File: config.mk
export PLATFORM = sky130hd
export DESIGN_NAME = mem_port_arbiter
export DESIGN_NICKNAME = d
export VERILOG_FILES = /design/src/rtl/mem_pkg.sv /design/src/rtl/mem_lane_unit.sv /design/src/rtl/mem_port_arbiter.sv
export SDC_FILE = /design/constraint.sdc
export NUM_CORES = 1
export LEC_CHECK = 0
export ABC_AREA = 1
export CAP_MARGIN = 20
export CORE_MARGIN = 2
export CORE_UTILIZATION = 30
export CTS_BUF_LIST = sky130_fd_sc_hd__clkbuf_8
export CTS_CLUSTER_SIZE = 12
export DETAILED_ROUTE_END_ITERATION = 16
export GPL_TIMING_DRIVEN = 0
export MAX_ROUTING_LAYER = met4
export PLACE_DENSITY = 0.49
export SLEW_MARGIN = 40
export SYNTH_ARGS = -nofsm -noshare
export SYNTH_HDL_FRONTEND = slang
export SYNTH_HIERARCHICAL = 1
export SYNTH_SLANG_ARGS = --single-unit
File: constraint.sdc
create_clock -name clk -period 20.2 [get_ports clk]
set_clock_uncertainty 0.1 [all_clocks]
set_input_delay 3.03 -clock clk [delete_from_list [all_inputs] [get_ports clk]]
set_output_delay 3.03 -clock clk [all_outputs]
set_load 0.005 [all_outputs]
File: src/rtl/mem_pkg.sv
// Shared types and constants for the memory port arbiter and its byte-lane unit.
package mem_pkg;

  typedef enum logic [1:0] {
    ST_IDLE  = 2'd0,
    ST_DATA  = 2'd1,
    ST_FETCH = 2'd2
  } state_t;

  localparam logic [2:0] F3_B  = 3'b000;
  localparam logic [2:0] F3_H  = 3'b001;
  localparam logic [2:0] F3_W  = 3'b010;
  localparam logic [2:0] F3_BU = 3'b100;
  localparam logic [2:0] F3_HU = 3'b101;

  localparam logic [31:0] NOP_INSN          = 32'h0000_0013;
  localparam logic [31:0] DEFAULT_DATA_BASE = 32'h8000_0000;

endpackage

File: src/rtl/mem_lane_unit.sv
// Byte-lane enables, store replication, load extension and alignment check for RV32 accesses.
module mem_lane_unit
  import mem_pkg::*;
#(
  parameter int XLEN = 32
) (
  input  logic [2:0]        funct3,
  input  logic [1:0]        ofs,
  input  logic [XLEN-1:0]   wdata,
  input  logic [XLEN-1:0]   rdata,
  output logic [XLEN/8-1:0] be,
  output logic [XLEN-1:0]   wdata_rep,
  output logic [XLEN-1:0]   load_data,
  output logic              err
);

  localparam int BW = XLEN / 8;

  logic [XLEN-1:0] shifted;

  // funct3[2] marks the unsigned load variants, so it gates the sign bit.
  always_comb begin
    shifted   = rdata >> {ofs, 3'b000};
    be        = '0;
    wdata_rep = '0;
    load_data = '0;
    err       = 1'b0;
    case (funct3)
      F3_B, F3_BU: begin
        be        = BW'(1) << ofs;
        wdata_rep = {(XLEN/8){wdata[7:0]}};
        load_data = {{(XLEN-8){shifted[7] & ~funct3[2]}}, shifted[7:0]};
      end
      F3_H, F3_HU: begin
        err       = ofs[0];
        be        = ofs[0] ? '0 : (BW'(3) << ofs);
        wdata_rep = {(XLEN/16){wdata[15:0]}};
        load_data = {{(XLEN-16){shifted[15] & ~funct3[2]}}, shifted[15:0]};
      end
      F3_W: begin
        err       = (ofs != 2'b00);
        be        = (ofs != 2'b00) ? '0 : '1;
        wdata_rep = wdata;
        load_data = rdata;
      end
      default: err = 1'b1;
    endcase
  end

endmodule

File: src/rtl/mem_port_arbiter.sv
// Arbitrates instruction-fetch and data requests onto one memory bus, with timeout and error reporting.
module mem_port_arbiter
  import mem_pkg::*;
#(
  parameter int              XLEN       = 32,
  parameter logic [XLEN-1:0] DATA_BASE  = DEFAULT_DATA_BASE,
  parameter int              TIMEOUT    = 15,
  parameter int              DATA_FIRST = 1
) (
  input  logic              clk,
  input  logic              reset,
  input  logic              if_req,
  input  logic [XLEN-1:0]   if_addr,
  output logic [XLEN-1:0]   if_rdata,
  output logic              if_valid,
  input  logic              d_req,
  input  logic              d_we,
  input  logic [2:0]        d_funct3,
  input  logic [XLEN-1:0]   d_addr,
  input  logic [XLEN-1:0]   d_wdata,
  output logic [XLEN-1:0]   d_rdata,
  output logic              d_valid,
  output logic              d_err,
  output logic [XLEN-1:0]   mem_addr,
  output logic [XLEN-1:0]   mem_wdata,
  output logic              mem_re,
  output logic              mem_we,
  output logic [XLEN/8-1:0] mem_be,
  input  logic [XLEN-1:0]   mem_rdata,
  input  logic              mem_ready,
  output logic              stall
);

  localparam int CW = $clog2(TIMEOUT + 1);

  state_t            state;
  logic [CW-1:0]     cnt;
  logic [XLEN-1:0]   lat_addr;
  logic [XLEN-1:0]   lat_wdata;
  logic [2:0]        lat_funct3;
  logic              lat_we;
  logic              d_hold;
  logic              if_hold;
  logic [XLEN-1:0]   d_last;
  logic [XLEN-1:0]   if_last;

  logic [XLEN/8-1:0] lane_be;
  logic [XLEN-1:0]   lane_wdata;
  logic [XLEN-1:0]   lane_load;
  logic              lane_err;
  logic              d_ok;
  logic              if_ok;
  logic              timeout_hit;

  mem_lane_unit #(.XLEN(XLEN)) u_lane (
    .funct3    (lat_funct3),
    .ofs       (lat_addr[1:0]),
    .wdata     (lat_wdata),
    .rdata     (mem_rdata),
    .be        (lane_be),
    .wdata_rep (lane_wdata),
    .load_data (lane_load),
    .err       (lane_err)
  );

  // A request that just completed stays blocked until it drops or changes address.
  assign d_ok        = d_req  && !(d_hold  && (d_addr  == d_last));
  assign if_ok       = if_req && !(if_hold && (if_addr == if_last));
  assign timeout_hit = (cnt == CW'(TIMEOUT - 1));
  assign stall       = (d_req && !d_valid) || (if_req && !if_valid);

  always_comb begin
    mem_addr  = '0;
    mem_wdata = '0;
    mem_re    = 1'b0;
    mem_we    = 1'b0;
    mem_be    = '0;
    case (state)
      ST_DATA: begin
        mem_addr = lat_addr | DATA_BASE;
        if (!lane_err) begin
          mem_be = lane_be;
          mem_we = lat_we;
          mem_re = !lat_we;
          if (lat_we) mem_wdata = lane_wdata;
        end
      end
      ST_FETCH: begin
        mem_addr = lat_addr;
        mem_re   = 1'b1;
        mem_be   = '1;
      end
      default: ;
    endcase
  end

  always_ff @(posedge clk or posedge reset) begin
    if (reset) begin
      state      <= ST_IDLE;
      cnt        <= '0;
      lat_addr   <= '0;
      lat_wdata  <= '0;
      lat_funct3 <= '0;
      lat_we     <= 1'b0;
      d_hold     <= 1'b0;
      if_hold    <= 1'b0;
      d_last     <= '0;
      if_last    <= '0;
      d_valid    <= 1'b0;
      d_err      <= 1'b0;
      d_rdata    <= '0;
      if_valid   <= 1'b0;
      if_rdata   <= '0;
    end else begin
      d_valid  <= 1'b0;
      d_err    <= 1'b0;
      if_valid <= 1'b0;
      if (!d_req  || (d_addr  != d_last))  d_hold  <= 1'b0;
      if (!if_req || (if_addr != if_last)) if_hold <= 1'b0;
      case (state)
        ST_IDLE: begin
          cnt <= '0;
          if (d_ok && ((DATA_FIRST != 0) || !if_ok)) begin
            state      <= ST_DATA;
            lat_addr   <= d_addr;
            lat_funct3 <= d_funct3;
            lat_we     <= d_we;
            lat_wdata  <= d_wdata;
          end else if (if_ok) begin
            state      <= ST_FETCH;
            lat_addr   <= if_addr;
            lat_funct3 <= F3_W;
            lat_we     <= 1'b0;
          end
        end
        ST_DATA: begin
          if (lane_err || mem_ready || timeout_hit) begin
            state   <= ST_IDLE;
            d_valid <= 1'b1;
            d_hold  <= 1'b1;
            d_last  <= lat_addr;
            d_err   <= lane_err || !mem_ready;
            d_rdata <= (lane_err || !mem_ready || lat_we) ? '0 : lane_load;
          end else begin
            cnt <= cnt + CW'(1);
          end
        end
        ST_FETCH: begin
          if (mem_ready || timeout_hit) begin
            state    <= ST_IDLE;
            if_valid <= 1'b1;
            if_hold  <= 1'b1;
            if_last  <= lat_addr;
            if_rdata <= mem_ready ? mem_rdata : XLEN'(NOP_INSN);
          end else begin
            cnt <= cnt + CW'(1);
          end
        end
        default: state <= ST_IDLE;
      endcase
    end
  end

endmodule

==> flow_metrics.env, run 1 <==
export IMPL_cts_buffers_inserted=40
export IMPL_die_area_sq_mm=0.0386
export IMPL_post_route_min_period_ns=8.11
export IMPL_mappedNetlistArea_sq_mm=0.0111
export IMPL_post_synth_and_or_nand_nor_area_fraction_pct=30.8
export IMPL_cts_tree="done"
export IMPL_maximum_number_of_pins_on_one_net_before_global_route_repair=73
export IMPL_io_pins=275
export IMPL_gp_congestion=0.880
export IMPL_antenna_violations_before_repair=2
export IMPL_htreeDepth=2
export IMPL_seq_area_frac_synth_pct=46.6
export IMPL_worstPathRequired_ns=17.07
export IMPL_clock_sink_count=207
export IMPL_worstSetupEndpointType="primary output"
export IMPL_yosys_area_share_adder_pct=0.676
export IMPL_antenna_violating_nets_post_route=0
export IMPL_report_power_total_mw=2.16
export IMPL_status="finished clean"
export IMPL_cts_hold_buffers=0
export IMPL_stdcell_area_sq_mm=0.0152
export IMPL_worstPathMaxFanout=10
export IMPL_initial_core_utilization_pct=30.4
export IMPL_power_ir_vdd_worst_v=0.0000533
export IMPL_post_cts_resized_instances=0
export IMPL_root_driver="sky130_fd_sc_hd__clkbuf_8"
export IMPL_num_fill_cells=3847
export IMPL_synth_enable_flop_cells=0
export IMPL_grt_setup_unrepaired="no"
export IMPL_dieWidth_um=196
export IMPL_drt_pass1_iterations=7
export IMPL_drive_above_1_share_pct=5.85
export IMPL_critical_path_startpoint_type="input pin"
export IMPL_tns_ns=0
export IMPL_vias=10900
export IMPL_globalRouteOverflowTotal=0
export IMPL_std_cell_rows=70
export IMPL_setup_viol=0
export IMPL_drtIter0Drc=685
export IMPL_synth_flop_cell="sky130_fd_sc_hd__dfrtp_1"
export IMPL_worst_pin_slew_ns=0.821
export IMPL_core_region_area_sq_mm=0.0365
export IMPL_totalWireLength_mm=41.6
export IMPL_postSynthCellCount=1529
export IMPL_routed_wire_length_per_instance_um=17.8
export IMPL_power_density_mw_per_mm2=142
export IMPL_port_buffers=273
export IMPL_critPathKind="input pin to primary output"
export IMPL_syn_to_final_growth_pct=36.8
export IMPL_clockBufferDepth=3
export IMPL_cts_clk_slew_worst_paths_ns=0.05
export IMPL_fraction_of_the_mapped_netlist_area_in_compound_gates_pct=10.5
export IMPL_grt_pass1_wl_mm=63.6
export IMPL_crit_arrival_ns=4.98
export IMPL_nets_in_the_synthesized_netlist=1672
export IMPL_postLayoutSetupSlackWorst_ns=12.09
export IMPL_drc_violations=0
export IMPL_synth_area_per_cell_sq_um=7.27
export IMPL_postSynth_asyncResetShare_pct=100
export IMPL_regArea_sq_mm=0.00518
export IMPL_fin_nets=1989
export IMPL_fmaxAchievable_ghz=0.123
export IMPL_dpl_hpwl_mm=31.0
export IMPL_preCtsSetupSlack_ns=12.10
export IMPL_multi_input_comb_area_sq_mm=0.00487
export IMPL_post_cts_repair_setup_buffers=0
export IMPL_groute_usage_overall_pct=22.0
export IMPL_vias_per_cell=4.65
export IMPL_synth_cell_type_count=38
export IMPL_final_max_slew_viol_count=0
export IMPL_leakage_nw=7.47
export IMPL_max_slew_margin_pct=45.2
export IMPL_die_h_um=196
export IMPL_ys_warn_count=6
export IMPL_synth_xor_area_share_pct=1.89
export IMPL_clk_latency_ns=0.53
export IMPL_hold_violations=0
export IMPL_synth_top_family_by_area="simple AND/OR/NAND/NOR gates"
export IMPL_max_cap_viol_count=0
export IMPL_number_of_global_route_vias_before_repair=10800
export IMPL_post_dp_cell_area_sq_mm=0.0145
export IMPL_period_utilization_pct=40.1
export IMPL_min_delay_path_class="flop to flop"
export IMPL_yosys_mux_area_fraction_pct=0
export IMPL_synthesis_stage_register_bit_count=207
## metal layers
metal	vias up	share of wire, %	track usage [%]	wire [um]
li1	5405	-	-	-
met1	5073	46	28.9	19100
met2	324	45	34.3	18500
met3	63	7.3	5.18	3020
met4	0	2.2	5.53	911
met5	-	0	-	0
## registers in the layout, summed over array words and instances, names as in the netlist, 2 cells and up
signal / count
lat_wdata: 32
d_rdata: 32
if_last: 32
lat_funct3: 3
if_rdata: 32
state: 2
cnt: 4
lat_addr: 32
d_last: 32
## synthesized netlist by cell type (all sizes together), types with 8 or more instances
library cell | n | area [sq um]
o211ai | 8 | 60.1
nand2 | 594 | 2280
nor2 | 113 | 434
dfrtp | 207 | 5180
nand3 | 126 | 651
clkbuf | 37 | 139
buf | 37 | 231
o21ai | 130 | 654
a22o | 37 | 324
a21oi | 8 | 43.8
inv | 181 | 682
xnor2 | 18 | 158
## placed cells by master (no fill, tap or decap), types with 2 or more instances in the layout
cell | netlist | layout
sky130_fd_sc_hd__nand2_1 | 586 | 586
sky130_fd_sc_hd__clkdlybuf4s50_1 | 0 | 273
sky130_fd_sc_hd__dfrtp_1 | 207 | 207
sky130_fd_sc_hd__inv_1 | 173 | 183
sky130_fd_sc_hd__o21ai_0 | 126 | 126
sky130_fd_sc_hd__nand3_1 | 122 | 122
sky130_fd_sc_hd__nor2_1 | 111 | 111
sky130_fd_sc_hd__clkbuf_8 | 0 | 47
sky130_fd_sc_hd__a22o_1 | 37 | 37
sky130_fd_sc_hd__clkbuf_1 | 37 | 35
sky130_fd_sc_hd__xnor2_1 | 18 | 18
sky130_fd_sc_hd__buf_2 | 17 | 17
sky130_fd_sc_hd__buf_1 | 8 | 8
sky130_fd_sc_hd__o211ai_1 | 8 | 8
sky130_fd_sc_hd__inv_2 | 7 | 7
sky130_fd_sc_hd__buf_6 | 7 | 7
sky130_fd_sc_hd__a21oi_1 | 7 | 7
sky130_fd_sc_hd__xor2_1 | 6 | 6
sky130_fd_sc_hd__o22ai_1 | 6 | 6
sky130_fd_sc_hd__ha_1 | 6 | 6
sky130_fd_sc_hd__buf_4 | 5 | 5
sky130_fd_sc_hd__nand4_1 | 4 | 4
sky130_fd_sc_hd__nand3_2 | 4 | 4
sky130_fd_sc_hd__nand2_4 | 4 | 4
sky130_fd_sc_hd__diode_2 | 0 | 3
sky130_fd_sc_hd__o21ai_1 | 3 | 3
sky130_fd_sc_hd__o22a_1 | 3 | 3
sky130_fd_sc_hd__nand2_2 | 3 | 3
sky130_fd_sc_hd__or2_2 | 2 | 2
sky130_fd_sc_hd__clkbuf_2 | 0 | 2
sky130_fd_sc_hd__clkinv_2 | 0 | 2
sky130_fd_sc_hd__buf_16 | 0 | 2
## path summary, 6_finish.rpt
check	startpoint	end	slack [ns]	depth (start not counted)
worst min register to register	lat_wdata[11]	lat_wdata[11]	0.38	2
worst max-delay path	d_req	stall	12.09	5
min in group asynchronous	reset	d_last[4]	2.86	2
worst min-delay path	lat_wdata[11]	lat_wdata[11]	0.38	2
worst max register to register	lat_funct3[1]	d_last[10]	17.06	14
max in group asynchronous	reset	if_rdata[4]	16.38	3
## where the power goes
part / internal, mW / leakage [nW] / switching (mW) / total, mW
clock: 0.207 / 0.404 / 0.179 / 0.386
combinational: 0.427 / 4.42 / 0.623 / 1.05
sequential: 0.602 / 2.64 / 0.126 / 0.728
## final cells by class
type                            instances  share of cell area [%]
Antenna cell                            3                  0.0494
Inverter                              182                    4.56
Buffer                                 74                    2.45
Clock buffer                           47                    4.26
Sequential cell                       207                    34.1
Tap cell                              468                    3.85
Multi-Input combinational cell       1066                    32.1
Clock inverter                         13                   0.338
Timing Repair Buffer                  275                    18.3
## logic make-up (layout without fill, tap and decap cells)
kind of cell / Yosys count / after routing
XOR/XNOR: 24 / 24
other: 0 / 3
adder cells (fa/ha/maj): 6 / 6
flip-flops: 207 / 207
AO/OA/AOI/OAI: 195 / 195
buffers and inverters: 256 / 591
AND/OR/NAND/NOR: 841 / 841
## critical path, stage by stage
cell	delay (ns)
sky130_fd_sc_hd__clkbuf_1	0.44
sky130_fd_sc_hd__buf_1	0.50
sky130_fd_sc_hd__inv_1	0.15
sky130_fd_sc_hd__o22ai_1	0.28
sky130_fd_sc_hd__clkdlybuf4s50_1	0.56
## stage by stage
step / hold slack [ns] / std cells / utilization (%)
3_3_place_gp: 0.361 / 2270 / 39.5
4_1_cts: 0.381 / 2332 / 41.6
5_1_grt: 0.395 / 2334 / 41.6
2_1_floorplan: 0.349 / 1529 / -
6_report: 0.375 / 2335 / 41.6
3_5_place_dp: 0.366 / 2272 / 39.7
No activity file was read; power rests on OpenSTA's default activity.
==> run 2: changes to the inputs <==
PLACE_DENSITY = 0.51   (was 0.49)
clock period = 6.7 ns   (was 20.2 ns; I/O delays follow)
==> flow_metrics.env, run 2 (synthesis gave the netlist of run 1 again) <==
export IMPL_totalWireLength_mm=41.6
export IMPL_vias_per_cell=4.70
export IMPL_most_common_layout_cells="586 x sky130_fd_sc_hd__nand2_1, 273 x sky130_fd_sc_hd__clkdlybuf4s50_1, 207 x sky130_fd_sc_hd__dfrtp_1, 189 x sky130_fd_sc_hd__inv_1, 126 x sky130_fd_sc_hd__o21ai_0"
export IMPL_final_core_util_pct=42.3
export IMPL_power_ir_vdd_worst_v=0.000170
export IMPL_cts_tree="done"
export IMPL_setup_viol=0
export IMPL_fmaxAchievable_ghz=0.214
export IMPL_min_delay_path_class="flop to flop"
export IMPL_report_power_total_mw=6.59
export IMPL_fraction_of_power_spent_switching_nets_pct=42.7
export IMPL_regArea_sq_mm=0.00518
export IMPL_antenna_violating_nets_post_route=0
export IMPL_groute_usage_overall_pct=22.0
export IMPL_hold_violations=0
export IMPL_drive_above_1_share_pct=6.38
export IMPL_worst_pin_slew_ns=0.735
export IMPL_num_fill_cells=3795
export IMPL_die_area_sq_mm=0.0386
export IMPL_number_of_global_route_vias_before_repair=11000
export IMPL_fin_nets=1997
export IMPL_final_common_cell="sky130_fd_sc_hd__nand2_1"
export IMPL_port_buffers=273
export IMPL_max_cap_viol_count=0
export IMPL_globalRouteOverflowTotal=0
export IMPL_maximum_number_of_pins_on_one_net_before_global_route_repair=26
export IMPL_gp_congestion=0.877
export IMPL_dieWidth_um=196
export IMPL_post_cts_repair_setup_buffers=0
export IMPL_core_region_area_sq_mm=0.0365
export IMPL_post_cts_resized_instances=0
export IMPL_io_pins=275
export IMPL_vias=11000
export IMPL_worstSetupEndpointType="primary output"
export IMPL_drtIter0Drc=703
export IMPL_grt_setup_unrepaired="no"
export IMPL_post_route_min_period_ns=4.68
export IMPL_grt_pass1_wl_mm=63.8
export IMPL_postLayoutSetupSlackWorst_ns=2.02
export IMPL_die_h_um=196
export IMPL_p_clk_share_pct=18.4
export IMPL_power_density_mw_per_mm2=426
export IMPL_critical_path_startpoint_type="flop"
export IMPL_period_utilization_pct=69.8
export IMPL_dpl_hpwl_mm=31.3
export IMPL_leakage_nw=7.61
export IMPL_preCtsSetupSlack_ns=2.50
export IMPL_clockBufferDepth=3
export IMPL_clock_sink_count=207
export IMPL_root_driver="sky130_fd_sc_hd__clkbuf_8"
export IMPL_p_seq_share_pct=33.5
export IMPL_htreeDepth=2
export IMPL_internal_power_mw=3.78
export IMPL_reported_net_switching_power_mw=2.81
export IMPL_critPathKind="flop to primary output"
export IMPL_max_slew_margin_pct=51.0
export IMPL_routed_wire_length_per_instance_um=17.7
export IMPL_hold_ws_ns=0.377
export IMPL_cts_clk_slew_worst_paths_ns=0.06
export IMPL_antenna_violations_before_repair=3
export IMPL_tns_ns=0
export IMPL_worstPathRequired_ns=5.59
export IMPL_worstPathMaxFanout=10
export IMPL_drt_pass1_iterations=5
export IMPL_initial_core_utilization_pct=30.4
export IMPL_crit_arrival_ns=3.57
export IMPL_drc_violations=0
export IMPL_status="finished clean"
export IMPL_std_cell_rows=70
export IMPL_cts_hold_buffers=0
export IMPL_multi_input_comb_area_sq_mm=0.00487
export IMPL_clk_latency_ns=0.53
export IMPL_final_max_slew_viol_count=0
export IMPL_power_combinational_fraction_pct=48.1
export IMPL_cts_buffers_inserted=40
export IMPL_syn_to_final_growth_pct=39.1
-- run 2: cell types whose count changed in the layout (fill, tap and decap cells not counted) --
cell                         previous run  this run
sky130_fd_sc_hd__clkbuf_2               2         3
sky130_fd_sc_hd__clkinv_2               2         1
sky130_fd_sc_hd__clkbuf_1              35        34
sky130_fd_sc_hd__buf_16                 2         7
sky130_fd_sc_hd__clkinvlp_4             0         1
sky130_fd_sc_hd__inv_8                  1         0
sky130_fd_sc_hd__diode_2                3         4
sky130_fd_sc_hd__buf_12                 0         3
sky130_fd_sc_hd__clkbuf_8              47        50
sky130_fd_sc_hd__inv_1                183       189
-- run 2: power groups by stage --
stage          Sequential, mW  Combinational, mW  Clock (mW)
2_1_floorplan            2.13               1.83           0
6_report                 2.21               3.17        1.21
3_5_place_dp             2.21               3.18           0
4_1_cts                  2.21               3.20        1.25
5_1_grt                  2.28               3.56        1.32
3_3_place_gp             2.21               3.14           0
-- run 2: area by class of cell --
type                    count  area share, %
flip-flops and latches    207           33.5
multi-input cells        1066           31.5
repair buffers            283           19.3
inverters                 182           4.46
clock buffers              50           4.45
well taps                 468           3.79
plain buffers              74           2.42
clock inverters            18          0.445
diodes                      4         0.0648
-- run 2: critical path: stages (launching register included) --
cell and delay, ns:
sky130_fd_sc_hd__dfrtp_1 0.48, sky130_fd_sc_hd__inv_2 0.17, sky130_fd_sc_hd__nand2_2 0.10, sky130_fd_sc_hd__buf_4 0.19
sky130_fd_sc_hd__nand2_2 0.10, sky130_fd_sc_hd__inv_4 0.15, sky130_fd_sc_hd__nand2_4 0.14, sky130_fd_sc_hd__a21oi_2 0.23
sky130_fd_sc_hd__nor2_1 0.10, sky130_fd_sc_hd__nand2_1 0.27, sky130_fd_sc_hd__clkbuf_1 0.49, sky130_fd_sc_hd__nor2_1 0.14
sky130_fd_sc_hd__clkdlybuf4s50_1 0.48
-- run 2: final timing paths --
path	cells after the start	slack, ns	end	startpoint
worst min register to register	2	0.38	lat_wdata[13]	lat_wdata[13]
min in group asynchronous	2	0.75	if_last[5]	reset
max in group asynchronous	5	4.86	d_rdata[26]	reset
worst max-delay path	12	2.02	mem_wdata[25]	lat_funct3[1]
worst min-delay path	2	0.38	lat_wdata[13]	lat_wdata[13]
worst max register to register	14	3.44	d_last[6]	lat_funct3[1]
-- run 2: layer usage --
metal  GRT usage [%]  routed length, um  vias to the layer above
li1                -                  -                     5426
met1            28.7              18700                     5201
met2            34.3              19000                      349
met3            5.01               2880                       67
met4            6.45                964                        0
met5               -                  0                        -
-- run 2: metrics by stage --
stage | cells | area [sq um]
2_1_floorplan | 1529 | 11100
3_3_place_gp | 2270 | 14400
3_5_place_dp | 2280 | 14700
4_1_cts | 2348 | 15400
5_1_grt | 2351 | 15500
6_report | 2352 | 15500
==> run 3: changes to the inputs <==
PLACE_DENSITY = 0.49   (was 0.51)
clock period = 4.4 ns   (was 6.7 ns; I/O delays follow)
==> flow_metrics.env, run 3 (synthesis gave the netlist of run 1 again) <==
export IMPL_worstSetupEndpointType="primary output"
export IMPL_worst_pin_slew_ns=0.862
export IMPL_core_region_area_sq_mm=0.0365
export IMPL_grt_setup_unrepaired="no"
export IMPL_max_slew_margin_pct=42.5
export IMPL_gp_congestion=0.876
export IMPL_drtIter0Drc=687
export IMPL_postLayoutSetupSlackWorst_ns=0.291
export IMPL_final_common_cell="sky130_fd_sc_hd__nand2_1"
export IMPL_stdcell_area_sq_mm=0.0155
export IMPL_clock_sink_count=207
export IMPL_drive_above_1_share_pct=6.79
export IMPL_place_detailed_instances=2281
export IMPL_setup_viol=0
export IMPL_drt_pass1_iterations=5
export IMPL_globalRouteOverflowTotal=0
export IMPL_cts_clk_slew_worst_paths_ns=0.06
export IMPL_hold_violations=0
export IMPL_root_driver="sky130_fd_sc_hd__clkbuf_8"
export IMPL_dpl_hpwl_mm=31.8
export IMPL_post_route_min_period_ns=4.11
export IMPL_std_cell_rows=70
export IMPL_leakage_nw=7.65
export IMPL_critical_path_startpoint_type="flop"
export IMPL_cts_buffers_inserted=41
export IMPL_routed_wire_length_per_instance_um=18.0
export IMPL_final_max_slew_viol_count=0
export IMPL_post_dp_cell_area_sq_mm=0.0147
export IMPL_grt_pass1_wl_mm=65.3
export IMPL_status="finished clean"
export IMPL_most_common_layout_cells="585 x sky130_fd_sc_hd__nand2_1, 273 x sky130_fd_sc_hd__clkdlybuf4s50_1, 207 x sky130_fd_sc_hd__dfrtp_1, 188 x sky130_fd_sc_hd__inv_1, 126 x sky130_fd_sc_hd__o21ai_0"
export IMPL_fin_nets=1999
export IMPL_vias_per_cell=4.68
export IMPL_clockBufferDepth=3
export IMPL_groute_usage_overall_pct=22.7
export IMPL_dieWidth_um=196
export IMPL_io_pins=275
export IMPL_cts_hold_buffers=0
export IMPL_period_utilization_pct=93.4
export IMPL_power_ir_vdd_worst_v=0.000257
export IMPL_max_cap_viol_count=0
export IMPL_initial_core_utilization_pct=30.4
export IMPL_preCtsSetupSlack_ns=0.590
export IMPL_worst_r2r_setup_slack_ns=1.27
export IMPL_power_density_mw_per_mm2=654
export IMPL_critPathKind="flop to primary output"
export IMPL_clk_latency_ns=0.55
export IMPL_antenna_violations_before_repair=2
export IMPL_worstPathRequired_ns=3.64
export IMPL_post_layout_nonfiller_instances=2354
export IMPL_num_fill_cells=3825
export IMPL_min_delay_path_class="input pin to asynchronous set/reset pin"
export IMPL_syn_to_final_growth_pct=39.7
export IMPL_drc_violations=0
export IMPL_number_of_global_route_vias_before_repair=11200
export IMPL_totalWireLength_mm=42.3
export IMPL_port_buffers=273
export IMPL_final_core_util_pct=42.5
export IMPL_cts_tree="done"
export IMPL_antenna_violating_nets_post_route=0
export IMPL_crit_arrival_ns=3.35
export IMPL_die_h_um=196
export IMPL_worstPathMaxFanout=10
export IMPL_die_area_sq_mm=0.0386
export IMPL_htreeDepth=2
export IMPL_maximum_number_of_pins_on_one_net_before_global_route_repair=25
export IMPL_vias=11000
export IMPL_fmaxAchievable_ghz=0.243
[run 3: per-stage QoR]
step / power, mW / hold slack [ns] / TNS (ns)
global placement: 8.17 / 0.361 / -217.17
global route: 11.0 / 0.266 / 0
finish: 10.2 / 0.285 / 0
CTS: 10.3 / 0.250 / 0
detailed placement: 8.24 / 0.365 / 0
floorplan: 6.02 / 0.349 / 0
[run 3: layer usage]
metal  GRT usage, %  share of wire [%]  vias to the layer above
met3           5.66                7.6                       72
met5              -                  0                        -
met2           35.5                 45                      365
met4           7.01                2.7                        0
li1               -                  -                     5434
met1           28.8                 45                     5140
[run 3: power by group]
| group | total, mW | switching [mW] | internal, mW | leakage, nW |
|---|---|---|---|---|
| registers | 3.35 | 0.590 | 2.76 | 2.64 |
| clock network | 1.95 | 0.865 | 1.09 | 0.477 |
| logic | 4.85 | 2.87 | 1.98 | 4.52 |
[run 3: path summary, 6_finish.rpt]
path | from | endpoint | cells past startpoint
worst max register to register | lat_funct3[1] | d_last[12] | 14
worst max-delay path | lat_funct3[1] | mem_re | 11
worst min register to register | lat_addr[12] | lat_addr[12] | 2
min in group clk | lat_addr[12] | lat_addr[12] | 2
worst min-delay path | reset | d_last[4] | 2
max in group asynchronous | reset | lat_addr[22] | 6
[run 3: critical path, stage by stage (launching register included)]
cell and delay [ns]:
sky130_fd_sc_hd__dfrtp_1 0.48, sky130_fd_sc_hd__inv_2 0.17, sky130_fd_sc_hd__nand2_2 0.10, sky130_fd_sc_hd__buf_4 0.19, sky130_fd_sc_hd__nand2_2 0.09, sky130_fd_sc_hd__inv_4 0.14
sky130_fd_sc_hd__nand2_4 0.13, sky130_fd_sc_hd__a21oi_2 0.22, sky130_fd_sc_hd__nor2_1 0.11, sky130_fd_sc_hd__o21ai_0 0.55, sky130_fd_sc_hd__a21oi_1 0.10, sky130_fd_sc_hd__clkdlybuf4s50_1 0.54
[run 3: final cells by class]
type / count / area, sq um / share of cell area [%]
clock buffers: 54 / 743 / 4.79
inverters: 182 / 689 / 4.44
flip-flops and latches: 207 / 5180 / 33.4
clock inverters: 17 / 65.1 / 0.419
repair buffers: 284 / 3000 / 19.3
plain buffers: 74 / 377 / 2.43
diodes: 2 / 5.00 / 0.0323
multi-input cells: 1066 / 4880 / 31.4
well taps: 468 / 586 / 3.77
[run 3: timing repair]
item / in CTS / in global routing
buffers inserted: 0 / 0
endpoints found under the setup margin: 4 / 20
resized for setup: 1 / 5
